File: config.mk
export PLATFORM = sky130hd
export DESIGN_NAME = fu_arbiter
export DESIGN_NICKNAME = d
export VERILOG_FILES = /design/src/rtl/fu_arbiter.sv
export SDC_FILE = /design/constraint.sdc
export NUM_CORES = 1
export LEC_CHECK = 0
export CAP_MARGIN = 10
export CORE_ASPECT_RATIO = 0.7
export CORE_MARGIN = 2
export CORE_UTILIZATION = 30
export CTS_CLUSTER_DIAMETER = 40
export CTS_CLUSTER_SIZE = 30
export DETAILED_ROUTE_END_ITERATION = 16
export HOLD_SLACK_MARGIN = 0.15
export PLACE_DENSITY = 0.66
export SLEW_MARGIN = 40
export SYNTH_ARGS = -nofsm -noshare
export SYNTH_HDL_FRONTEND = slang
export SYNTH_SLANG_ARGS = --single-unit
export TNS_END_PERCENT = 30
File: constraint.sdc
create_clock -name clk -period 1.6 [get_ports clk]
set_input_delay 0.32 -clock clk [delete_from_list [all_inputs] [get_ports clk]]
set_output_delay 0.32 -clock clk [all_outputs]
set_load 0.02 [all_outputs]
File: src/rtl/fu_arbiter.sv
// Round-robin arbiter sharing one combinational function unit between two requesters.
// Operands are held stable for EXEC_CYCLES cycles so the unit's paths can be treated as multicycle.
module fu_arbiter #(
    parameter int unsigned EXEC_CYCLES = 2
) (
    input  logic        clk,
    input  logic        rst_n,
    input  logic        req0,
    input  logic        req1,
    input  logic [3:0]  fs0,
    input  logic [3:0]  fs1,
    input  logic [15:0] opa0,
    input  logic [15:0] opa1,
    input  logic [15:0] opb0,
    input  logic [15:0] opb1,
    output logic        ack0,
    output logic        ack1,
    output logic [3:0]  fu_fs,
    output logic [15:0] fu_opa,
    output logic [15:0] fu_opb,
    input  logic [15:0] fu_result,
    input  logic        fu_v,
    input  logic        fu_c,
    input  logic        fu_n,
    input  logic        fu_z,
    output logic [15:0] result,
    output logic        v,
    output logic        c,
    output logic        n,
    output logic        z,
    output logic        err,
    output logic        done,
    output logic        done_id,
    output logic        busy,
    output logic        ovf_sticky,
    input  logic        clr_sticky
);

    localparam int unsigned CNT_W    = 4;
    localparam int unsigned FS_W     = 4;
    localparam int unsigned DATA_W   = 16;
    localparam int unsigned EXEC_EFF = (EXEC_CYCLES == 0) ? 1 : EXEC_CYCLES;
    localparam logic [CNT_W-1:0] CNT_LOAD       = CNT_W'(EXEC_EFF - 1);
    localparam logic [FS_W-1:0]  FS_ILLEGAL_MIN = FS_W'(13);

    typedef enum logic [1:0] {
        IDLE    = 2'd0,
        EXEC    = 2'd1,
        CAPTURE = 2'd2
    } state_t;

    state_t           state;
    state_t           state_nxt;
    logic [CNT_W-1:0] cnt;
    logic             ptr;
    logic             gnt_id;
    logic             grant_c;
    logic             win_c;
    logic             capture_c;
    logic             illegal_c;

    // State register
    always_ff @(posedge clk or negedge rst_n) begin
        if (!rst_n) state <= IDLE;
        else        state <= state_nxt;
    end

    // Next-state logic
    always_comb begin
        state_nxt = state;
        case (state)
            IDLE:    if (req0 || req1) state_nxt = EXEC;
            EXEC:    if (cnt == '0)    state_nxt = CAPTURE;
            CAPTURE: state_nxt = IDLE;
            default: state_nxt = IDLE;
        endcase
    end

    // Control strobes; with both requesting, the priority pointer picks the winner
    always_comb begin
        grant_c   = 1'b0;
        win_c     = 1'b0;
        capture_c = 1'b0;
        illegal_c = 1'b0;
        if (state == IDLE && (req0 || req1)) begin
            grant_c = 1'b1;
            win_c   = (req0 && req1) ? ptr : req1;
        end
        if (state == CAPTURE) begin
            capture_c = 1'b1;
            illegal_c = (fu_fs >= FS_ILLEGAL_MIN);
        end
    end

    // Grant side: operand latch, acks, pointer and hold counter
    always_ff @(posedge clk or negedge rst_n) begin
        if (!rst_n) begin
            fu_fs  <= '0;
            fu_opa <= '0;
            fu_opb <= '0;
            ack0   <= 1'b0;
            ack1   <= 1'b0;
            ptr    <= 1'b0;
            gnt_id <= 1'b0;
            cnt    <= '0;
            busy   <= 1'b0;
        end else begin
            ack0 <= grant_c && !win_c;
            ack1 <= grant_c && win_c;
            busy <= (state_nxt != IDLE);
            if (grant_c) begin
                fu_fs  <= win_c ? fs1  : fs0;
                fu_opa <= win_c ? opa1 : opa0;
                fu_opb <= win_c ? opb1 : opb0;
                ptr    <= !win_c;
                gnt_id <= win_c;
                cnt    <= CNT_LOAD;
            end else if (state == EXEC && cnt != '0) begin
                cnt <= cnt - CNT_W'(1);
            end
        end
    end

    // Capture side: result, flags, done pulse and overflow sticky (set beats clear)
    always_ff @(posedge clk or negedge rst_n) begin
        if (!rst_n) begin
            result     <= '0;
            v          <= 1'b0;
            c          <= 1'b0;
            n          <= 1'b0;
            z          <= 1'b0;
            err        <= 1'b0;
            done       <= 1'b0;
            done_id    <= 1'b0;
            ovf_sticky <= 1'b0;
        end else begin
            done <= capture_c;
            if (capture_c) begin
                done_id <= gnt_id;
                err     <= illegal_c;
                if (illegal_c) begin
                    result <= DATA_W'(0);
                    v      <= 1'b0;
                    c      <= 1'b0;
                    n      <= 1'b0;
                    z      <= 1'b1;
                end else begin
                    result <= fu_result;
                    v      <= fu_v;
                    c      <= fu_c;
                    n      <= fu_n;
                    z      <= fu_z;
                end
            end
            if (capture_c && fu_v && !illegal_c) ovf_sticky <= 1'b1;
            else if (clr_sticky)                 ovf_sticky <= 1'b0;
        end
    end

endmodule

## Yosys cells after proc, flatten, opt, wreduce, memory -nomap -nowiden

Cells that the tools add are included.

- Register bits: 71
- Bits of input ports: 97
- Word-level logic and storage cells: 59

- $add $sub $neg: 1
- Order comparisons: 1
- Equal/unequal tests: 2
- Mux-type cells: 20
- Reduce and logical (&&, ||, !) cells: 16

Operators with widths:

| kind | count |
|---|---|
| two-way mux 16 bit | 3 |
| two-way mux 4 bit | 3 |
| two-way mux 1 bit | 11 |
| logical AND 1 bit | 7 |
| nonzero test 2 bit | 3 |
| greater-or-equal comparator 4 bit, second input constant | 1 |
| logical NOT 4 bit | 1 |
| two-way mux 2 bit | 2 |
| case mux 2 bit (2 select lines) | 1 |
| nonzero test 4 bit | 1 |
| subtractor 4 x 1 -> 4 bit, second input constant | 1 |
| equality test 2 x 1 -> 1 bit, second input constant | 1 |
| equality test 2 bit, second input constant | 1 |
| logical NOT 1 bit | 2 |
| logical NOT 2 bit | 1 |
| logical OR 1 bit | 1 |

## Logic depth before layout (Yosys ltp)

Gate-level depths: netlist (run 1).

- Depth in word-level cells: 5
- Depth in mapped cells: 6
- Gate-level depth less buffers: 5

## Worst setup path after synthesis (run 1)

OpenSTA, ideal clock, no wires.

- Path type: register -> register
- Start: register cnt[0]
- End: register cnt[0]
- Library setup time: 0.131 ns
- Arrival time: 1.383 ns
- Setup slack: 0.087 ns
- Cell stages (with the launch flop): 7
- Path buffers: 1
- Period minus slack after synthesis: 1.513 ns
- Cells stage by stage: dfrtp_1 -> inv_1 -> ha_1 -> or3b_1 -> clkbuf_1 -> a221oi_1 -> a31oi_1

- Longest elaborated chain between the ends: 3
- Elaborated cells on any way between the ends: 6
- Classes of those cells: add/sub (1); mux (2); reduce/logical (3)

RTL lines:

| what | line | source |
|---|---|---|
| start, declared | 54 | `logic [CNT_W-1:0] cnt;` |
| start signal, assigned | 119 | `cnt <= cnt - CNT_W'(1);` |
| subtractor 4 x 1 -> 4 bit or nonzero test 4 bit (tied branches) | 119, 118 |  |
| two-way mux 4 bit or logical AND 1 bit (tied branches) | 118 | `end else if (state == EXEC && cnt != '0) begin` |
| two-way mux 4 bit or nonzero test 2 bit (tied branches) | n/a |  |

Several ways; a longest one is shown, not always the timed one. The select of a mux whose other input is x is not followed.
A chain may end at the register's enable or synchronous reset.

## Final worst setup path (run 1)

Same ends and word-level chain as after synthesis.

==> results of run 1 <==
stage by stage:
| stage | TNS, ns | cell area, µm² | total power [W] |
|---|---|---|---|
| after CTS | 0 | 5120 | 0.0101 |
| after global placement | -5.92 | 4820 | 0.00799 |
| after detailed placement | -7.26 | 4820 | 0.00811 |
| after global routing | 0 | 5130 | 0.0106 |
| final | 0 | 5130 | 0.00995 |
| after floorplan | 0 | 3090 | 0.00581 |
registers in the layout (all words and copies together), names as in the netlist:
register	cells
done	1
v	1
ack1	1
c	1
err	1
ack0	1
fu_opb	16
cnt	4
state	2
fu_fs	4
done_id	1
ptr	1
ovf_sticky	1
fu_opa	16
z	1
busy	1
result	16
n	1
gnt_id	1
critical path: stages (launching register included):
cell	delay [ns]
sky130_fd_sc_hd__dfrtp_1	0.38
sky130_fd_sc_hd__inv_1	0.09
sky130_fd_sc_hd__ha_1	0.14
sky130_fd_sc_hd__or3b_4	0.40
sky130_fd_sc_hd__a221oi_1	0.29
sky130_fd_sc_hd__a31oi_1	0.07
final timing paths:
kind | end | cells after the start
worst min-delay path | done_id | 2
worst max-delay path | cnt[0] | 5
worst max register to register | cnt[0] | 5
min in group asynchronous | result[9] | 3
worst min register to register | done_id | 2
max in group asynchronous | fu_opa[9] | 3
area by class of cell:
type | instances | share of cell area
clock buffer | 10 | 0.0446
clock inverter | 6 | 0.0258
inverter | 4 | 0.00293
multi-input combinational | 172 | 0.223
sequential | 71 | 0.346
tap | 128 | 0.0312
timing repair buffer | 174 | 0.326
layer usage:
metal	up-vias	GRT usage	wire length (µm)
li1	1320	-	-
met4	0	0.0374	50
met3	6	0.0850	913
met2	127	0.261	4070
met5	-	0	0
met1	1360	0.206	4130
what timing repair did:
| item | CTS | global route |
|---|---|---|
| hold endpoints to repair | 71 | 0 |
| endpoints found under the setup margin | 60 | 4 |
| hold buffers | 1 | 0 |
| gates resized for setup | 60 | 4 |
cells in the final DEF (no fill, tap or decap), drive strengths merged:
cell type and count:
a211oi 1, a21boi 35, a21o 3, a21oi 18, a221o 35, a221oi 1, a31oi 2, a32oi 1
and2 1, and2b 1, and3 1, buf 15, bufinv 4, clkbuf 10, clkdlybuf4s50 95, clkinv 1
clkinvlp 1, dfrtp 71, dlygate4sd2 60, dlygate4sd3 1, dlymetal6s2s 3, ha 2, inv 4, mux2i 3
nand2 45, nand2b 3, nand3 2, nor2 6, nor3 1, o211ai 1, o21ai 4, o22ai 2
o2bb2ai 1, or2 2, or3b 1
cell families after synthesis:
family	share of synthesized area
mux	0.00972
fa+ha+maj	0.00810
compound gates	0.263
flops	0.575
simple gates	0.0887
buf+inv	0.0559
power by group:
group | switching [W] | internal (W)
Combinational | 0.00241 | 0.00201
Clock | 0.000742 | 0.00168
Sequential | 0.000464 | 0.00265
==> results.py, run 1 <==
metrics = {
    "placement": {
        "dpl.hpwl_um": 6450,
        "portBuffers": 159,
        "pre_cts_slack_ns": -0.203,
        "placed_cells_incl_taps": 548,
        "globalplace.congestion": 0.768,
    },
    "worst_setup_path": {
        "worst-setup-path-type": "flip-flop to flip-flop",
        "worst_ep_arrival_time_ns": 1.70,
        "r2r_setup_slack_ns": 0.11,
        "startpoint_type": "flip-flop",
        "worstReg2RegStart": "cnt[0]",
        "timing.critical_path.required_ns": 1.81,
        "timing.critical_path.fanout_max": 5,
        "critPathCaptureType": "flip-flop",
        "timing.critical_path.from": "cnt[0]",
    },
    "global_routing": {
        "overflow": 0,
        "grt_pass1_wl_um": 14300,
        "track_usage": 0.165,
        "initial_antenna_violation_count": 0,
        "grt_pass1_vias": 2876,
        "grt_max_degree": 72,
    },
    "die": {
        "i_o_pin_count": 160,
        "core_mm2": 0.00987,
        "starting_density_of_the_core": 0.313,
        "die_area_mm2": 0.0111,
        "floorplan.rows": 30,
        "die_width_um": 125,
        "die_h_um": 88.9,
    },
    "logic_synthesis": {
        "post_synth_most_frequent_cells": "sky130_fd_sc_hd__dfrtp_1, sky130_fd_sc_hd__nand2_1, sky130_fd_sc_hd__a221o_1",
        "synth-edff-count": 0,
        "synth-seq-area-share": 0.575,
        "synthesis.area_mm2": 0.00309,
        "synthTopCellsByArea": "sky130_fd_sc_hd__dfrtp_1, sky130_fd_sc_hd__a221o_1, sky130_fd_sc_hd__a21boi_0",
        "dominantRegCellSynth": "sky130_fd_sc_hd__dfrtp_1",
        "synthMostInstantiatedCell": "sky130_fd_sc_hd__dfrtp_1",
        "yosysTopAreaCell": "sky130_fd_sc_hd__dfrtp_1",
        "flops_latches_synth": 71,
        "yosysUniqueCellTypes": 34,
        "syn_avg_cell_area_um2": 11.4,
        "post-synth-top-area-fraction": 0.575,
        "synthesis.yosys.warnings": 0,
        "syn_nets": 370,
        "async_flop_share": 1.00,
        "synthesis.instances": 271,
    },
    "layout": {
        "layout-drive-gt1-share": 0.0801,
        "antennaDiodeCount": 0,
        "footprint_of_the_multi_input_gates_mm2": 0.00114,
        "n_fill_cell": 890,
        "postLayoutCoreUtil": 0.520,
        "regArea_mm2": 0.00178,
        "area_growth_syn_to_layout_pct": 66.0,
        "final_cell_count_no_fill": 565,
        "design.final.nets": 531,
    },
    "timing": {
        "fin_clk_skew_ns": 0.00545,
        "postLayoutSetupSlackWorst_ns": 0.110,
        "final.min_clock_period_ns": 1.49,
        "max_slew.worst_pin.slew_ns": 0.437,
        "timing.final.hold_violations": 0,
        "timing_max_transition_violations_final": 0,
        "unrepaired_setup_endpoints_after_global_routing": "false",
        "fin_worst_hold_slack_ns": 0.481,
        "finish_stage_setup_viols": 0,
        "max_freq_mhz": 671,
        "maxSlewHeadroom": 0.709,
        "min_period_over_period": 0.931,
    },
    "worst_hold_path": {
        "hold_start": "gnt_id",
        "min-delay-path-class": "flip-flop to flip-flop",
    },
    "power": {
        "vdd_drop_max_mv": 0.798,
        "pwr_density_cell_mw_per_mm2": 1940,
        "static-leakage-power_nw": 2.39,
    },
    "drt": {
        "dr.pass1.iters": 4,
        "route.final.wire_length_um": 9160,
        "drt.antenna.violating_nets": 0,
        "post-route-drc-count": 0,
        "post_detailed_route_via_to_cell_ratio": 4.98,
        "avgRoutedWirePerCell_um": 16.2,
        "initialDrtViolationCount": 181,
        "num_vias": 2813,
    },
    "clock_network": {
        "clk-insertion-delay-late_ns": 0.33,
        "cts.sinks": 71,
        "tritoncts": "built",
        "clk_pin_slew_worst_setup_hold_paths_ns": 0.05,
        "clockBufferDepth": 2,
        "post_cts.repair.setup_buffers": 0,
        "tritoncts.num_buffers": 9,
        "clock_tree.htree_level_count": 3,
        "cts_root_buffer": "sky130_fd_sc_hd__clkbuf_16",
    },
    "outcome": {
        "outcome": "finished clean",
    },
    "flow_run": {
        "cap_viol_max_count": 0,
    },
}
Power figures use the tool's default switching activity.
==> inputs of run 2 (changes only) <==
--- a/config.mk
+++ b/config.mk
@@ -6,8 +6,7 @@
 export NUM_CORES = 1
 export LEC_CHECK = 0
 export CAP_MARGIN = 10
-export CORE_ASPECT_RATIO = 0.7
-export CORE_MARGIN = 2
+export CORE_ASPECT_RATIO = 1.25
 export CORE_UTILIZATION = 30
 export CTS_CLUSTER_DIAMETER = 40
 export CTS_CLUSTER_SIZE = 30
==> run 2 against run 1 <==
Against the previous run:
- power decreased by 3.3%
- maximum frequency decreased by 4.1%
- count of clock-buffer cells in the layout increased by 2
- critical path type is now flip-flop to primary output
==> results.py, run 2 (synthesized netlist as in run 1, its figures left out) <==
metrics = {
    "layout": {
        "antennaDiodeCount": 0,
        "design.final.nets": 531,
        "mostFrequentLayoutCells": "sky130_fd_sc_hd__clkdlybuf4s50_1, sky130_fd_sc_hd__dfrtp_1, sky130_fd_sc_hd__dlygate4sd2_1",
        "n_fill_cell": 955,
        "layout_commonest_cell": "sky130_fd_sc_hd__clkdlybuf4s50_1",
        "layout-drive-gt1-share": 0.0778,
        "reg.largest.list": "fu_opa: 16 flops, fu_opb: 16 flops, result: 16 flops",
        "postLayoutCoreUtil": 0.508,
        "area_growth_syn_to_layout_pct": 65.3,
    },
    "timing": {
        "timing_max_transition_violations_final": 0,
        "unrepaired_setup_endpoints_after_global_routing": "false",
        "finish_stage_setup_viols": 0,
        "fin_clk_skew_ns": 0.00576,
        "final.min_clock_period_ns": 1.55,
        "min_period_over_period": 0.971,
        "timing.final.hold_violations": 0,
        "setup-tns-final_ns": 0,
        "maxSlewHeadroom": 0.707,
        "max_freq_mhz": 644,
        "postLayoutSetupSlackWorst_ns": 0.0468,
        "max_slew.worst_pin.slew_ns": 0.440,
    },
    "clock_network": {
        "clock_tree.htree_level_count": 3,
        "tritoncts": "built",
        "post_cts.repair.setup_buffers": 0,
        "cts_root_buffer": "sky130_fd_sc_hd__clkbuf_16",
        "clockBufferDepth": 2,
        "cts.sinks": 71,
        "clk-insertion-delay-late_ns": 0.33,
        "clk_pin_slew_worst_setup_hold_paths_ns": 0.05,
        "tritoncts.num_buffers": 9,
    },
    "global_routing": {
        "grt_max_degree": 38,
        "initial_antenna_violation_count": 0,
        "grt_pass1_wl_um": 14300,
        "grt_pass1_vias": 2874,
        "overflow": 0,
        "track_usage": 0.172,
    },
    "drt": {
        "post_detailed_route_via_to_cell_ratio": 4.92,
        "dr.pass1.iters": 4,
        "drt.antenna.violating_nets": 0,
        "avgRoutedWirePerCell_um": 15.9,
        "initialDrtViolationCount": 107,
        "post-route-drc-count": 0,
        "num_vias": 2785,
        "route.final.wire_length_um": 8990,
    },
    "die": {
        "floorplan.rows": 41,
        "core_mm2": 0.0101,
        "starting_density_of_the_core": 0.307,
        "die_area_mm2": 0.0107,
        "i_o_pin_count": 160,
        "die_h_um": 115,
        "die_width_um": 92.8,
    },
    "power": {
        "comb_power_frac": 0.460,
        "p_int_w": 0.00606,
        "power_frac_seq": 0.324,
        "vdd_drop_max_mv": 0.833,
        "p_switching_w": 0.00356,
        "pwr_density_cell_mw_per_mm2": 1880,
        "static-leakage-power_nw": 2.40,
        "power.clock.fraction": 0.215,
        "power.share.switching": 0.370,
        "total_power_w": 0.00962,
    },
    "worst_setup_path": {
        "startpoint_type": "flip-flop",
        "r2r_setup_slack_ns": 0.10,
        "critPathBufInv": 1,
        "worst-setup-path-type": "flip-flop to primary output",
        "critPathCaptureType": "primary output",
        "timing.critical_path.required_ns": 1.28,
        "worst_ep_arrival_time_ns": 1.23,
        "crit_slowest_cell": "sky130_fd_sc_hd__clkdlybuf4s50_1",
        "worst_r2r_endpoint": "cnt[0]",
        "worstReg2RegStart": "cnt[0]",
        "timing.critical_path.fanout_max": 1,
        "rr_worst_depth": 5,
        "crit_chain": "clkdlybuf4s50_1",
        "slowest_delay_ns": 0.59,
        "crit_family": "buffers and inverters",
    },
    "placement": {
        "globalplace.congestion": 0.710,
        "portBuffers": 159,
        "dpl.hpwl_um": 6500,
        "pre_cts_slack_ns": -0.241,
    },
    "flow_run": {
        "cap_viol_max_count": 0,
    },
    "outcome": {
        "outcome": "finished clean",
    },
    "worst_hold_path": {
        "min-delay-path-class": "input pin to asynchronous set/reset pin",
    },
}
run 2: changes by cell type in the layout (fill, tap and decap cells not counted):
| cell | before | now |
|---|---|---|
| sky130_fd_sc_hd__a221oi_2 | 0 | 1 |
| sky130_fd_sc_hd__clkbuf_1 | 1 | 3 |
| sky130_fd_sc_hd__bufinv_16 | 4 | 2 |
| sky130_fd_sc_hd__buf_4 | 12 | 11 |
| sky130_fd_sc_hd__buf_12 | 3 | 4 |
| sky130_fd_sc_hd__clkdlybuf4s50_1 | 95 | 96 |
| sky130_fd_sc_hd__clkinv_2 | 1 | 2 |
| sky130_fd_sc_hd__clkinvlp_4 | 1 | 0 |
| sky130_fd_sc_hd__dlymetal6s2s_1 | 3 | 6 |
| sky130_fd_sc_hd__dlygate4sd2_1 | 60 | 56 |
| sky130_fd_sc_hd__a221oi_1 | 1 | 0 |
run 2: final cells by class:
type                            instances  area, µm²  area share
Inverter                                4       15.0     0.00294
Sequential cell                        71       1780       0.348
Tap cell                              129        161      0.0316
Multi-Input combinational cell        172       1150       0.225
Clock buffer                           12        236      0.0463
Timing Repair Buffer                  174       1700       0.333
Clock inverter                          4       70.1      0.0137
run 2: power by group through the flow:
stage          combinational [W]  sequential (W)  clock, W
3_3_place_gp             0.00484         0.00316         0
6_report                 0.00443         0.00312   0.00207
2_1_floorplan            0.00181         0.00400         0
4_1_cts                  0.00448         0.00314   0.00212
3_5_place_dp             0.00497         0.00315         0
5_1_grt                  0.00481         0.00324   0.00220
run 2: layer usage:
metal	part of all wire	vias up	track usage
met5	0	-	0
met1	0.41	1337	0.209
li1	-	1323	-
met3	0.061	16	0.0400
met4	0.021	0	0.0656
met2	0.50	109	0.297
run 2: how the worst max path moves through the flow:
stage / start / endpoint / slack [ns] / depth (start not counted)
floorplan: cnt[0] / cnt[0] / 0.09 / 6
global placement: req1 / fu_opb[7] / -0.18 / 5
detailed placement: req1 / fu_opb[12] / -0.24 / 5
CTS: ack1 / ack1 / 0.003 / 1
global route: done / done / 0.02 / 1
finish: done / done / 0.05 / 1
run 2: timing repair:
action / CTS / global route
gates resized for setup: 56 / 8
hold buffers: 1 / 0
setup endpoints to repair: 56 / 7
hold endpoints to repair: 26 / 0
run 2: through the flow:
step           std cells  cell area (µm²)  hold WS, ns
5_1_grt              566             5110        0.494
3_5_place_dp         549             4840        0.269
2_1_floorplan        271             3090       0.0244
3_3_place_gp         549             4840        0.265
6_report             566             5110        0.458
4_1_cts              566             5080        0.469
